===== config.mk =====
export PLATFORM = sky130hd
export DESIGN_NAME = fp_unpack_pipe
export DESIGN_NICKNAME = d
export VERILOG_FILES = /design/src/rtl/fp_pkg.sv /design/src/rtl/fp_lzc.sv /design/src/rtl/fp_unpack_pipe.sv
export SDC_FILE = /design/constraint.sdc
export NUM_CORES = 1
export LEC_CHECK = 0
export ABC_CLOCK_PERIOD_IN_PS = 3700
export BUFFER_PORTS_ARGS = -buffer_cell sky130_fd_sc_hd__buf_2
export CAP_MARGIN = 30
export CORE_ASPECT_RATIO = 0.7
export CORE_MARGIN = 5
export CORE_UTILIZATION = 48
export CTS_CLUSTER_DIAMETER = 30
export CTS_CLUSTER_SIZE = 25
export DETAILED_ROUTE_END_ITERATION = 8
export GPL_TIMING_DRIVEN = 0
export PLACE_DENSITY = 0.67
export REMOVE_ABC_BUFFERS = 1
export SYNTH_ARGS = -nofsm -noshare
export SYNTH_HDL_FRONTEND = slang
export SYNTH_SLANG_ARGS = --single-unit

===== constraint.sdc =====
create_clock -name clk -period 3.7 [get_ports clk]
set_input_delay 0.74 -clock clk [delete_from_list [all_inputs] [get_ports clk]]
set_output_delay 0.74 -clock clk [all_outputs]
set_load 0.005 [all_outputs]

===== src/rtl/fp_pkg.sv =====
// Shared constants and width helpers for the floating-point unpack front end.
// Latency: n/a (package only).
// Backpressure: n/a (package only).
package fp_pkg;

   // Bit positions inside the one-hot class vector {nan, inf, zero, dnorm, norm}
   localparam int CLS_NORM  = 0;
   localparam int CLS_DNORM = 1;
   localparam int CLS_ZERO  = 2;
   localparam int CLS_INF   = 3;
   localparam int CLS_NAN   = 4;
   localparam int CLS_W     = 5;

   // IEEE exponent bias for an exponent field of n_exp bits
   function automatic int fp_bias(input int n_exp);
      return (1 << (n_exp - 1)) - 1;
   endfunction

   // Width needed to hold a leading-zero count of 0..n_man
   function automatic int fp_lz_width(input int n_man);
      return $clog2(n_man + 1);
   endfunction

endpackage


===== src/rtl/fp_lzc.sv =====
// Leading-zero counter, log-depth binary search; all-zero input returns N.
// Latency: combinational.
// Backpressure: none (pure function of in_dat).
module fp_lzc #(
   parameter int N    = 52,
   parameter int LZ_W = 6
) (
   input  logic [N-1:0]    in_dat,
   output logic [LZ_W-1:0] lz
);

   // Search window padded to a power of two with trailing ones, so an
   // all-zero operand naturally finds its first one at position N.
   localparam int P = 1 << LZ_W;

   logic [P-1:0] stg [0:LZ_W-1];

   assign stg[0] = {in_dat, {(P - N){1'b1}}};

   // Each level tests the upper half of what remains and shifts it out if empty
   for (genvar i = 0; i < LZ_W; i++) begin : g_lvl
      localparam int K = LZ_W - 1 - i;
      localparam int W = 1 << K;
      assign lz[K] = ~|stg[i][P-1 -: W];
      if (i < LZ_W - 1) begin : g_next
         assign stg[i+1] = lz[K] ? (stg[i] << W) : stg[i];
      end
   end

endmodule


===== src/rtl/fp_unpack_pipe.sv =====
// IEEE-754 classifier/unpacker: sign, unbiased exponent, normalised mantissa, one-hot class.
// Latency: 2 cycles, 1 operand/cycle; optional out_snan port under FP_UNPACK_SNAN_EN.
// Backpressure: valid/ready; stalled outputs hold bit-for-bit, in_ready = s1 can advance.
module fp_unpack_pipe
   import fp_pkg::*;
#(
   parameter int N_EXP = 11,
   parameter int N_MAN = 52,
   parameter int TAG_W = 4
) (
   input  logic                   clk,
   input  logic                   rst_n,
   input  logic                   in_valid,
   output logic                   in_ready,
   input  logic [N_EXP+N_MAN:0]   in_f,
   input  logic [TAG_W-1:0]       in_tag,
   output logic                   out_valid,
   input  logic                   out_ready,
   output logic                   out_sign,
   output logic [N_EXP+1:0]       out_exp,
   output logic [N_MAN:0]         out_man,
   output logic [CLS_W-1:0]       out_class,
   output logic [TAG_W-1:0]       out_tag
`ifdef FP_UNPACK_SNAN_EN
   ,
   output logic                   out_snan
`endif
);

   localparam int BIAS = fp_bias(N_EXP);
   localparam int EMIN = 1 - BIAS;
   localparam int EMAX = BIAS;
   localparam int LZ_W = fp_lz_width(N_MAN);
   localparam int EW   = N_EXP + 2;

   localparam logic signed [EW-1:0] BIAS_E  = EW'(BIAS);
   localparam logic signed [EW-1:0] EMIN_E  = EW'(EMIN);
   localparam logic signed [EW-1:0] EINF_E  = EW'(EMAX + 1);
   localparam logic signed [EW-1:0] ONE_E   = EW'(1);

   // Input field split and classification
   logic                sign_in;
   logic [N_EXP-1:0]    exp_in;
   logic [N_MAN-1:0]    frac_in;
   logic [LZ_W-1:0]     lz_in;
   logic [CLS_W-1:0]    cls_in;

   assign sign_in = in_f[N_EXP+N_MAN];
   assign exp_in  = in_f[N_MAN +: N_EXP];
   assign frac_in = in_f[N_MAN-1:0];

   fp_lzc #(.N(N_MAN), .LZ_W(LZ_W)) u_lzc (
      .in_dat (frac_in),
      .lz     (lz_in)
   );

   // Stage registers
   logic                s1_valid_d, s1_valid_q;
   logic                s1_sign_d,  s1_sign_q;
   logic [N_EXP-1:0]    s1_exp_d,   s1_exp_q;
   logic [N_MAN-1:0]    s1_frac_d,  s1_frac_q;
   logic [CLS_W-1:0]    s1_cls_d,   s1_cls_q;
   logic [LZ_W-1:0]     s1_lz_d,    s1_lz_q;
   logic [TAG_W-1:0]    s1_tag_d,   s1_tag_q;

   logic                s2_valid_d, s2_valid_q;
   logic                s2_sign_d,  s2_sign_q;
   logic [EW-1:0]       s2_exp_d,   s2_exp_q;
   logic [N_MAN:0]      s2_man_d,   s2_man_q;
   logic [CLS_W-1:0]    s2_cls_d,   s2_cls_q;
   logic [TAG_W-1:0]    s2_tag_d,   s2_tag_q;
`ifdef FP_UNPACK_SNAN_EN
   logic                s2_snan_d,  s2_snan_q;
`endif

   logic s1_adv, s2_adv;
   logic signed [EW-1:0] lz_ext;
   logic [N_MAN:0]       frac_ext;

   // Pipeline advance: a stage may load when empty or when its successor moves
   assign s2_adv   = ~s2_valid_q | out_ready;
   assign s1_adv   = ~s1_valid_q | s2_adv;
   assign in_ready = s1_adv;

   // One-hot class from the all-zeros / all-ones exponent and zero fraction tests
   always_comb begin
      cls_in = '0;
      cls_in[CLS_ZERO]  = ~|exp_in & ~|frac_in;
      cls_in[CLS_DNORM] = ~|exp_in &  |frac_in;
      cls_in[CLS_INF]   =  &exp_in & ~|frac_in;
      cls_in[CLS_NAN]   =  &exp_in &  |frac_in;
      cls_in[CLS_NORM]  =  |exp_in & ~&exp_in;
   end

   // S1: capture the raw fields, class and leading-zero count on input transfer
   always_comb begin
      s1_valid_d = s1_valid_q;
      s1_sign_d  = s1_sign_q;
      s1_exp_d   = s1_exp_q;
      s1_frac_d  = s1_frac_q;
      s1_cls_d   = s1_cls_q;
      s1_lz_d    = s1_lz_q;
      s1_tag_d   = s1_tag_q;
      if (s1_adv) begin
         s1_valid_d = in_valid;
      end
      if (s1_adv & in_valid) begin
         s1_sign_d = sign_in;
         s1_exp_d  = exp_in;
         s1_frac_d = frac_in;
         s1_cls_d  = cls_in;
         s1_lz_d   = lz_in;
         s1_tag_d  = in_tag;
      end
   end

   assign lz_ext   = EW'(s1_lz_q);
   assign frac_ext = {1'b0, s1_frac_q};

   // S2: unbias the exponent and normalise denormals, holding while stalled
   always_comb begin
      s2_valid_d = s2_valid_q;
      s2_sign_d  = s2_sign_q;
      s2_exp_d   = s2_exp_q;
      s2_man_d   = s2_man_q;
      s2_cls_d   = s2_cls_q;
      s2_tag_d   = s2_tag_q;
`ifdef FP_UNPACK_SNAN_EN
      s2_snan_d  = s2_snan_q;
`endif
      if (s2_adv) begin
         s2_valid_d = s1_valid_q;
      end
      if (s2_adv & s1_valid_q) begin
         s2_sign_d = s1_sign_q;
         s2_cls_d  = s1_cls_q;
         s2_tag_d  = s1_tag_q;
`ifdef FP_UNPACK_SNAN_EN
         s2_snan_d = s1_cls_q[CLS_NAN] & ~s1_frac_q[N_MAN-1];
`endif
         if (s1_cls_q[CLS_NORM]) begin
            s2_exp_d = $signed({2'b00, s1_exp_q}) - BIAS_E;
            s2_man_d = {1'b1, s1_frac_q};
         end else if (s1_cls_q[CLS_DNORM]) begin
            // Shift the first one of the fraction up into the hidden-bit slot
            s2_exp_d = EMIN_E - lz_ext - ONE_E;
            s2_man_d = (frac_ext << s1_lz_q) << 1;
         end else if (s1_cls_q[CLS_INF] | s1_cls_q[CLS_NAN]) begin
            s2_exp_d = EINF_E;
            s2_man_d = frac_ext;
         end else begin
            s2_exp_d = '0;
            s2_man_d = '0;
         end
      end
   end

   // State registers; reset clears every stage so in-flight operands are dropped
   always_ff @(posedge clk or negedge rst_n) begin
      if (!rst_n) begin
         s1_valid_q <= 1'b0;
         s1_sign_q  <= 1'b0;
         s1_exp_q   <= '0;
         s1_frac_q  <= '0;
         s1_cls_q   <= '0;
         s1_lz_q    <= '0;
         s1_tag_q   <= '0;
         s2_valid_q <= 1'b0;
         s2_sign_q  <= 1'b0;
         s2_exp_q   <= '0;
         s2_man_q   <= '0;
         s2_cls_q   <= '0;
         s2_tag_q   <= '0;
`ifdef FP_UNPACK_SNAN_EN
         s2_snan_q  <= 1'b0;
`endif
      end else begin
         s1_valid_q <= s1_valid_d;
         s1_sign_q  <= s1_sign_d;
         s1_exp_q   <= s1_exp_d;
         s1_frac_q  <= s1_frac_d;
         s1_cls_q   <= s1_cls_d;
         s1_lz_q    <= s1_lz_d;
         s1_tag_q   <= s1_tag_d;
         s2_valid_q <= s2_valid_d;
         s2_sign_q  <= s2_sign_d;
         s2_exp_q   <= s2_exp_d;
         s2_man_q   <= s2_man_d;
         s2_cls_q   <= s2_cls_d;
         s2_tag_q   <= s2_tag_d;
`ifdef FP_UNPACK_SNAN_EN
         s2_snan_q  <= s2_snan_d;
`endif
      end
   end

   assign out_valid = s2_valid_q;
   assign out_sign  = s2_sign_q;
   assign out_exp   = s2_exp_q;
   assign out_man   = s2_man_q;
   assign out_class = s2_cls_q;
   assign out_tag   = s2_tag_q;
`ifdef FP_UNPACK_SNAN_EN
   assign out_snan  = s2_snan_q;
`endif

endmodule


==> flow_summary.json <==
{
  "min_path_type": "input port to async pin",
  "synth_compound_area_share_pct": 15.5,
  "root_buffer": "clkbuf_16",
  "synth.largest_area_cell": "dfrtp_1",
  "hpwl_um": 24600,
  "tightestPinTransition_ps": 909,
  "grt_pass1_vias": 9108,
  "p_leak_uw": 0.00528,
  "cts_made_buffers": 17,
  "place.gp.congestion": 0.948,
  "layout.cells.non_filler": 1551,
  "synth_seq_area_share_pct": 39.3,
  "outcome": "completed",
  "vias_per_cell": 6.18,
  "period_minus_slack_ps": 3530,
  "ctsHoldBuffers": 0,
  "fin_skew_ps": 13.0,
  "crit_type": "flip-flop to flip-flop",
  "netlist_instances": 1171,
  "boundaryPins": 150,
  "numPortBuffers": 149,
  "ant_nets": 0,
  "finalHoldViolCount": 0,
  "grt_max_degree": 94,
  "synth_top_flop_cell": "dfrtp_1",
  "die_w_um": 182,
  "synthXorXnorAreaFrac_pct": 0.793,
  "synth-seq-cells": 156,
  "cts_htree_levels": 4,
  "synth.area.top_cells": "dfrtp_1 39%, nand2_1 14%, mux4_2 10%",
  "rsz0062_at_grt": "no",
  "ctsResizeCount": 0,
  "netlist.area_leader.share_pct": 39.3,
  "clkTransAtPathRegs_ps": 70,
  "synth_mux_area_share_pct": 16.0,
  "drive_gt1_share_pct": 22.0,
  "nets": 1337,
  "overflow": 0,
  "wl_um": 33700,
  "irDropWorstVdd_v": 0.000283,
  "fp-row-count": 44,
  "syn_to_final_growth_pct": 16.4,
  "core_um2": 20500,
  "dp_cells": 1519,
  "clock_latency_ps": 440,
  "path_max_fanout": 50,
  "synth_fa_ha_area_share_pct": 0.378,
  "relSlewSlack_pct": 39.4,
  "dr.pass1.iters": 5,
  "vias": 9583,
  "synth_top_family_by_area": "simple AND/OR/NAND/NOR gates",
  "final_common_cell": "nand2_1",
  "crit_required_ps": 3990,
  "grt_pass1_wl_um": 52100,
  "final_cell_mix": "358 x nand2_1, 152 x dfrtp_1, 148 x buf_2, 128 x nor2_1, 70 x o21ai_0",
  "cts_max_path_buffers": 2,
  "ys_async_sr_fraction_pct": 100,
  "avgSynthCellArea_um2": 8.49,
  "cts_tree": "done",
  "critPathLaunchType": "flip-flop",
  "crit_path_end_kind": "flip-flop",
  "final_util_pct": 56.3,
  "drt_iter0_drc": 1215,
  "maxClockFrequency_ghz": 0.284,
  "setup_viol_count_final": 0,
  "register_area_um2": 3910,
  "antenna_found_initial": 0,
  "synthSimpleGateAreaFrac_pct": 23.8,
  "synth.distinct_cells": 65,
  "die-area_um2": 23700,
  "post_cts.repair.setup_buffers": 0,
  "routedWlPerCell_um": 21.7,
  "start_util_pct": 48.4,
  "clock_sinks": 156,
  "power_uw": 5520,
  "syn-cell-area_um2": 9940,
  "drv_slew": 0,
  "grt_use_total_pct": 28.4,
  "route.detailed.drc": 0,
  "antennaDiodeCount": 0,
  "ys.warnings.count": 0,
  "synth_edf_count": 0,
  "fin_crit_sh_pct": 95.3,
  "die_h_um": 130,
  "fillers": 1973,
  "multi_input_area_um2": 5660,
  "cap_violations": 0,
  "crit_arrival_ps": 3820,
  "power.density_nw_per_um2": 477
}
-- power breakdown --
| group | internal [µW] | switching, µW | leakage, µW | total [µW] |
|---|---|---|---|---|
| Clock | 909 | 767 | 0.000262 | 1680 |
| Sequential | 1970 | 305 | 0.00189 | 2270 |
| Combinational | 719 | 849 | 0.00312 | 1570 |
-- layer usage --
layer | GRT usage, % | up-vias | part of all wire, %
met5 | 0 | - | 0
met4 | 9.97 | 0 | 2.8
met3 | 6.72 | 61 | 12
met2 | 38.2 | 570 | 40
met1 | 44.5 | 4624 | 46
li1 | - | 4328 | -
-- Yosys cell counts (all sizes together), types with 2 or more instances --
cell type / instances
nand2: 360
dfrtp: 156
nor2: 128
clkbuf: 72
o21ai: 70
mux4: 45
a221oi: 42
mux2i: 39
a21oi: 34
buf: 18
nor3: 18
mux2: 17
inv: 15
nor4: 15
o22ai: 13
nand3: 11
nand2b: 10
a31oi: 9
o21a: 7
nand4: 6
a21o: 5
a222oi: 5
nor2b: 5
o211ai: 5
xnor2: 5
and2: 4
xor2: 4
a221o: 3
a22o: 3
and3: 3
ha: 3
o311ai: 3
or3: 3
a22oi: 2
a311oi: 2
and4: 2
nand3b: 2
o211a: 2
o21bai: 2
o221ai: 2
o22a: 2
o31a: 2
o32ai: 2
or4: 2
-- path summary, 6_finish.rpt --
path | to | cells after the start | from | slack, ps
setup / recovery | out_man[18] | 7 | s1_lz_q[2] | 170
hold / removal | out_man[12] | 1 | rst_n | 290
setup reg to reg | out_man[18] | 7 | s1_lz_q[2] | 170
hold reg to reg | out_tag[2] | 2 | s1_tag_q[2] | 470
max in group asynchronous | s1_lz_q[3] | 2 | rst_n | 2520
min in group clk | out_tag[2] | 2 | s1_tag_q[2] | 470
-- per-stage QoR --
| stage | hold WS (ps) | TNS [ps] | area [µm²] | setup slack (ps) |
|---|---|---|---|---|
| 2_1_floorplan | 439 | -3430 | 9590 | -276 |
| 3_3_place_gp | 450 | -140720 | 10700 | -1470 |
| 3_5_place_dp | 455 | -169 | 11000 | -169 |
| 4_1_cts | 306 | 0 | 11600 | 297 |
| 5_1_grt | 337 | 0 | 11600 | 36.8 |
| 6_report | 294 | 0 | 11600 | 173 |
-- cell families (layout without fill, tap and decap cells) --
| family | Yosys count | count (layout) |
|---|---|---|
| muxes | 101 | 101 |
| AOI/OAI and AO/OA | 225 | 225 |
| adders and majority gates | 3 | 3 |
| and+or+nand+nor | 571 | 571 |
| xor gates and xnor gates | 9 | 9 |
| DFF | 156 | 156 |
| buffers and inverters | 106 | 210 |
-- sequential cells by signal (all words and copies together), names as in the netlist, 4 cells and up --
| name | count |
|---|---|
| out_class | 5 |
| out_exp | 12 |
| out_man | 53 |
| out_tag | 4 |
| s1_cls_q | 5 |
| s1_exp_q | 11 |
| s1_frac_q | 52 |
| s1_lz_q | 6 |
| s1_tag_q | 4 |
-- layout make-up --
type	instances	share of cell area (%)
timing repair buffer	162	8.94
clock inverter	12	0.887
multi-input combinational	909	48.9
clock buffer	20	3.95
sequential	156	33.8
inverter	16	0.530
tap	276	2.98
-- worst max-delay path, stage by stage, from the launching register on --
cell,delay (ps)
dfrtp_1,750
clkinv_2,840
nand3_1,640
nor2b_1,190
nand2_1,100
o21ai_0,160
a221oi_1,600
nor2_1,80
No activity file was read; power rests on OpenSTA's default activity.
